--- src/rtl/mmu09_io_pkg.sv ---
// Shared register map, control/status bit positions and counter width for
// the mmu09 I/O slots.
package mmu09_io_pkg;

    localparam int unsigned CountW = 16;

    localparam logic [2:0] RegReloadLo = 3'd0;
    localparam logic [2:0] RegReloadHi = 3'd1;
    localparam logic [2:0] RegCtrl     = 3'd2;
    localparam logic [2:0] RegStatus   = 3'd3;
    localparam logic [2:0] RegCountLo  = 3'd4;
    localparam logic [2:0] RegCountHi  = 3'd5;

    localparam int unsigned CtrlEnBit      = 0;
    localparam int unsigned CtrlIeBit      = 1;
    localparam int unsigned CtrlOneshotBit = 2;
    localparam int unsigned StatusExpBit   = 0;

endpackage

--- src/rtl/tick_counter.sv ---
// 16-bit down counter with reload on zero and a single-cycle expiry pulse.
module tick_counter
    import mmu09_io_pkg::*;
(
    input  logic              i_eclk,
    input  logic              i_reset,
    input  logic              i_en,
    input  logic              i_load,
    input  logic [CountW-1:0] i_load_val,
    input  logic [CountW-1:0] i_reload_val,
    output logic [CountW-1:0] o_count,
    output logic              o_expire
);

    logic [CountW-1:0] r_count;
    logic [CountW-1:0] w_count_next;

    assign o_expire = i_en && (r_count == '0);
    assign o_count  = r_count;

    // A direct load from the bus beats both reload and decrement.
    always_comb begin
        w_count_next = r_count;
        if (i_load) begin
            w_count_next = i_load_val;
        end else if (o_expire) begin
            w_count_next = i_reload_val;
        end else if (i_en) begin
            w_count_next = r_count - CountW'(1);
        end
    end

    always_ff @(posedge i_eclk) begin
        if (!i_reset) begin
            r_count <= '0;
        end else begin
            r_count <= w_count_next;
        end
    end

endmodule

--- src/rtl/io_tick_timer.sv ---
// Memory-mapped periodic / one-shot tick timer for a 6809 I/O slot: register
// file and bus interface around a tick_counter.
module io_tick_timer
    import mmu09_io_pkg::*;
(
    input  logic       i_eclk,
    input  logic       i_reset,
    input  logic       i_sel,
    input  logic       i_rw,
    input  logic [2:0] i_addr,
    input  logic [7:0] i_data,
    output logic [7:0] o_data,
    output logic       o_data_oe,
    output logic       o_irq_n
);

    logic [7:0]        r_reload_lo, r_reload_hi, r_shadow;
    logic [2:0]        r_ctrl;
    logic              r_exp;
    logic [7:0]        w_reload_lo, w_reload_hi, w_shadow;
    logic [2:0]        w_ctrl;
    logic              w_exp;
    logic              w_wr, w_rd, w_load, w_expire;
    logic [CountW-1:0] w_count;

    assign w_wr   = i_sel && !i_rw;
    assign w_rd   = i_sel && i_rw;
    assign w_load = w_wr && (i_addr == RegReloadHi);

    tick_counter u_tick_counter (
        .i_eclk       (i_eclk),
        .i_reset      (i_reset),
        .i_en         (r_ctrl[CtrlEnBit]),
        .i_load       (w_load),
        .i_load_val   ({i_data, r_reload_lo}),
        .i_reload_val ({r_reload_hi, r_reload_lo}),
        .o_count      (w_count),
        .o_expire     (w_expire)
    );

    always_comb begin
        w_reload_lo = r_reload_lo;
        w_reload_hi = r_reload_hi;
        w_ctrl      = r_ctrl;
        w_exp       = r_exp;
        w_shadow    = r_shadow;
        if (w_wr) begin
            case (i_addr)
                RegReloadLo: w_reload_lo = i_data;
                RegReloadHi: w_reload_hi = i_data;
                RegCtrl:     w_ctrl      = i_data[2:0];
                RegStatus:   if (i_data[StatusExpBit]) w_exp = 1'b0;
                default:     ;
            endcase
        end
        if (w_rd && (i_addr == RegCountHi)) begin
            w_shadow = w_count[7:0];
        end
        // Expiry is applied last so it wins over a same-edge clear or CTRL write.
        if (w_expire) begin
            w_exp = 1'b1;
            if (r_ctrl[CtrlOneshotBit]) w_ctrl[CtrlEnBit] = 1'b0;
        end
    end

    always_ff @(posedge i_eclk) begin
        if (!i_reset) begin
            r_reload_lo <= '0;
            r_reload_hi <= '0;
            r_ctrl      <= '0;
            r_exp       <= 1'b0;
            r_shadow    <= '0;
        end else begin
            r_reload_lo <= w_reload_lo;
            r_reload_hi <= w_reload_hi;
            r_ctrl      <= w_ctrl;
            r_exp       <= w_exp;
            r_shadow    <= w_shadow;
        end
    end

    always_comb begin
        o_data = 8'h00;
        case (i_addr)
            RegReloadLo: o_data = r_reload_lo;
            RegReloadHi: o_data = r_reload_hi;
            RegCtrl:     o_data = {5'b0, r_ctrl};
            RegStatus:   o_data = {7'b0, r_exp};
            RegCountLo:  o_data = r_shadow;
            RegCountHi:  o_data = w_count[15:8];
            default:     o_data = 8'h00;
        endcase
    end

    assign o_data_oe = i_sel && i_rw && i_eclk;
    assign o_irq_n   = !(r_exp && r_ctrl[CtrlIeBit]);

endmodule
--- config.mk ---
export PLATFORM = sky130hd
export DESIGN_NAME = io_tick_timer
export DESIGN_NICKNAME = d
export VERILOG_FILES = /design/src/rtl/mmu09_io_pkg.sv /design/src/rtl/tick_counter.sv /design/src/rtl/io_tick_timer.sv
export SDC_FILE = /design/constraint.sdc
export NUM_CORES = 1
export LEC_CHECK = 0
export CORE_MARGIN = 4
export CORE_UTILIZATION = 60
export CTS_CLUSTER_DIAMETER = 100
export DETAILED_ROUTE_END_ITERATION = 6
export GPL_TIMING_DRIVEN = 0
export PLACE_DENSITY = 0.84
export SLEW_MARGIN = 0
export SYNTH_ARGS = -nofsm -noshare
export SYNTH_HDL_FRONTEND = slang
export SYNTH_SLANG_ARGS = --single-unit
--- constraint.sdc ---
create_clock -name i_eclk -period 5.85 [get_ports i_eclk]
set_input_delay 0.585 -clock i_eclk [delete_from_list [all_inputs] [get_ports i_eclk]]
set_output_delay 0.585 -clock i_eclk [all_outputs]
set_load 0.005 [all_outputs]
# After elaboration in Yosys (flattened, before gate mapping)
# Cells that the tools add are included.
dict set report totals {
  output_inout_bits 10
  regBits 44
  in_bits 15
}
dict set report op_classes {
  reduce_logical 19
  muxes 12
  n_eq_ne 5
  add_sub_neg 1
}
# cell count
set op_table {}
lappend op_table {{2-to-1 mux 16 bit} 3}
lappend op_table {{one-hot mux 8 bit (6 select lines)} 1}
lappend op_table {{logical NOT 16 bit} 1}
lappend op_table {{subtractor 16 x 1 -> 16 bit (second input constant)} 1}
lappend op_table {{2-to-1 mux 1 bit} 8}
lappend op_table {{logical AND 1 bit} 7}
lappend op_table {{== test 3 x 2 -> 1 bit (second input constant)} 2}
lappend op_table {{== test 3 bit (second input constant)} 2}
lappend op_table {{AND reduction 2 bit} 3}
lappend op_table {{nonzero test 2 bit} 3}
lappend op_table {{== test 3 x 1 -> 1 bit (second input constant)} 1}
lappend op_table {{logical NOT 3 bit} 1}
lappend op_table {{AND reduction 3 bit} 1}
lappend op_table {{nonzero test 3 bit} 1}
lappend op_table {{logical NOT 1 bit} 2}

# Longest topological paths before layout
dict set report logic_depth {
  depth_word 5
  ltp_mapped 7
}

# Hierarchy
# Synthesis repeated with hierarchy kept, for this count alone.
dict set report unflattened {
  hier_cells 322
  hier_area_um2 2751.4
}
# module area_per_inst_um2 cells_each instances
set modules_own_cells {}
lappend modules_own_cells {io_tick_timer 1438.9 151 1}
lappend modules_own_cells {tick_counter 1312.5 171 1}

==> results.json <==
{
  "ios": 25,
  "cp_cell_sequence": "clkbuf_8 -> clkbuf_8 -> and3_1 -> clkdlybuf4s50_1",
  "wl_mm": 7.40,
  "slowest_stage": "clkdlybuf4s50_1",
  "syn_to_final_growth_pct": 16.0,
  "multiInputGateArea_um2": 1470,
  "clkLatencyLatePin_ns": 0.41,
  "grt_setup_unrepaired": "false",
  "critPathCaptureType": "primary output",
  "coreArea_um2": 3800,
  "drc": 0,
  "leakage_uw": 0.00102,
  "die_y_um": 71.8,
  "path_buf_inv": 3,
  "dieArea_um2": 5150,
  "synthesis.area_um2": 2440,
  "drtAntennaViolNets": 0,
  "final-setup-viol-count": 0,
  "path_common_cell": "clkbuf_8",
  "maxCapViolCount": 0,
  "seqPwrFrac_pct": 48.8,
  "drive_above_1_share_pct": 9.57,
  "final_util_pct": 74.5,
  "cp-start-kind": "clock port",
  "p_clk_share_pct": 36.7,
  "final_cells": 372,
  "worstMarginPinSlew_ns": 0.856,
  "grt_pass1_wl_mm": 11.9,
  "netSwitchingPower_uw": 171,
  "yosysSeqAreaShare_pct": 36.1,
  "skew_ns": 0.00569,
  "finalSetupTns_ns": 0,
  "hp-class": "flop to flop",
  "port_buffers": 22,
  "ys_warn_count": 0,
  "syn-num-nets": 310,
  "n_antenna_cell": 0,
  "ir_drop_v": 0.000162,
  "async_flop_share_pct": 0,
  "start_util_pct": 64.3,
  "power_switching_share_pct": 26.7,
  "p_comb_share_pct": 14.5,
  "slew_headroom_pct": 42.7,
  "cp_max_fo": 2,
  "first_pass_iters": 5,
  "p_int_uw": 469,
  "post_cts_buffers": 0,
  "synth_area_per_cell_um2": 8.30,
  "slowest_delay_ns": 0.43,
  "synthFlopType": "dfxtp_1",
  "dp_hpwl_mm": 5.18,
  "worst_ep_arrival_time_ns": 3.75,
  "fp.dieW_um": 71.8,
  "vias": 2560,
  "seq_area_um2": 881,
  "finalHoldViolCount": 0,
  "r2r-start": "u_tick_counter.o_count[8]",
  "synth-seq-cells": 44,
  "gp_congestion": 0.985,
  "wire_per_inst_um": 19.9,
  "cts_tree": "built",
  "critical_path_class": "clock port to primary output",
  "grt_overflow": 0,
  "synth_cell_type_count": 54,
  "post_cts_resize_count": 0,
  "final_max_slew_viol_count": 0,
  "path_delay_family": "buffers and inverters",
  "first_global_vias": 2421,
  "synthCells": 294,
  "placed_cells": 364,
  "power.total_uw": 639,
  "min-delay-start": "r_ctrl[2]",
  "power-per-cell-area_nw_per_um2": 226,
  "synth_edf_count": 0,
  "nets": 342,
  "required_ns": 5.27,
  "startpoint": "i_eclk",
  "fillers": 308,
  "grt_usage_pct": 30.6,
  "clk_pin_slew_ns": 0.08,
  "drt_iter0_markers": 318,
  "status": "completed",
  "grt_max_degree": 12,
  "viasPerCell": 6.88,
  "hold_buffers": 0,
  "antenna_found_initial": 0,
  "row_count": 22
}
## power by group through the flow
stage	Combinational (µW)	Sequential, µW	Clock, µW
detailed placement	90.2	319	5.33
CTS	91.1	311	235
floorplan	62.2	316	1.81
finish	92.8	312	235
global route	100	312	245
global placement	89.8	318	5.33
## synthesized netlist by cell type (2+ instances only)
library cell	count	area (µm²)
dfxtp_1	44	881
nand2_1	41	154
a21oi_1	27	135
nor2_1	25	93.8
nand3_1	15	75.1
o21ai_0	14	70.1
clkbuf_1	12	45.0
mux2i_1	10	100
mux4_2	7	158
nor3_1	7	35.0
nor2b_1	6	37.5
buf_2	5	25.0
inv_1	5	18.8
a22oi_1	4	30.0
nand4_1	4	25.0
nor4_1	4	25.0
o21a_1	4	30.0
or3_1	4	25.0
xnor2_1	4	35.0
xor2_1	4	35.0
and3_1	3	18.8
o211ai_1	3	22.5
o22ai_1	3	18.8
o311ai_0	3	26.3
or4_1	3	22.5
a31oi_1	2	12.5
nand4b_1	2	17.5
or2_2	2	12.5
or3_2	2	15.0
## cells by family after synthesis
group | after synthesis | synth area share [%]
DFF | 44 | 36.1
and+or+nand+nor | 126 | 26.3
buffers and inverters | 23 | 3.79
muxes | 18 | 11.0
xor gates and xnor gates | 8 | 2.87
AOI/OAI and AO/OA | 74 | 19.4
adders and majority gates | 1 | 0.512
## area by class of cell
| class | count | area share [%] |
|---|---|---|
| plain buffers | 17 | 2.47 |
| clock buffers | 9 | 4.24 |
| flip-flops and latches | 44 | 31.1 |
| inverters | 6 | 0.795 |
| well taps | 48 | 2.12 |
| repair buffers | 21 | 7.42 |
| multi-input cells | 227 | 51.8 |
## sequential cells by signal, summed over array words and instances, names as in the netlist
name / flops
r_exp: 1
u_tick_counter.o_count: 16
r_ctrl: 3
r_reload_hi: 8
r_reload_lo: 8
r_shadow: 8
## layout by cell type, fill, tap and decap left out, types with 6 or more instances in the layout
cell	Yosys	layout
nand2_1	41	41
clkdlybuf4s50_1	0	22
nor2_1	25	25
dfxtp_1	44	44
mux2i_1	10	10
o21ai_0	14	14
clkbuf_8	0	8
nand3_1	15	15
mux4_2	7	7
nor2b_1	6	6
clkbuf_1	12	12
nor3_1	7	7
a21oi_1	27	27
## layer usage
layer  up-vias  wire, µm  GRT usage (%)
met4         0       288           16.1
met2       202      3440           48.2
li1       1148         -              -
met3        36       887           10.4
met1      1174      2790           36.8
met5         -         0              0
## stage by stage
| step | area [µm²] | setup slack, ns | hold slack (ns) |
|---|---|---|---|
| 2_1_floorplan | 2440 | 2.17 | 0.432 |
| 5_1_grt | 2830 | 1.50 | 0.506 |
| 4_1_cts | 2830 | 1.51 | 0.465 |
| 3_5_place_dp | 2720 | 1.76 | 0.455 |
| 3_3_place_gp | 2720 | 1.76 | 0.450 |
| 6_report | 2830 | 1.52 | 0.472 |
## final timing paths
kind | to | slack (ns) | cells past startpoint
min reg2reg | r_ctrl[0] | 0.47 | 1
max reg2reg | u_tick_counter.o_count[15] | 3.70 | 5
max | o_data_oe | 1.52 | 4
min | r_ctrl[0] | 0.47 | 1
(Power assumes the default switching activity.)
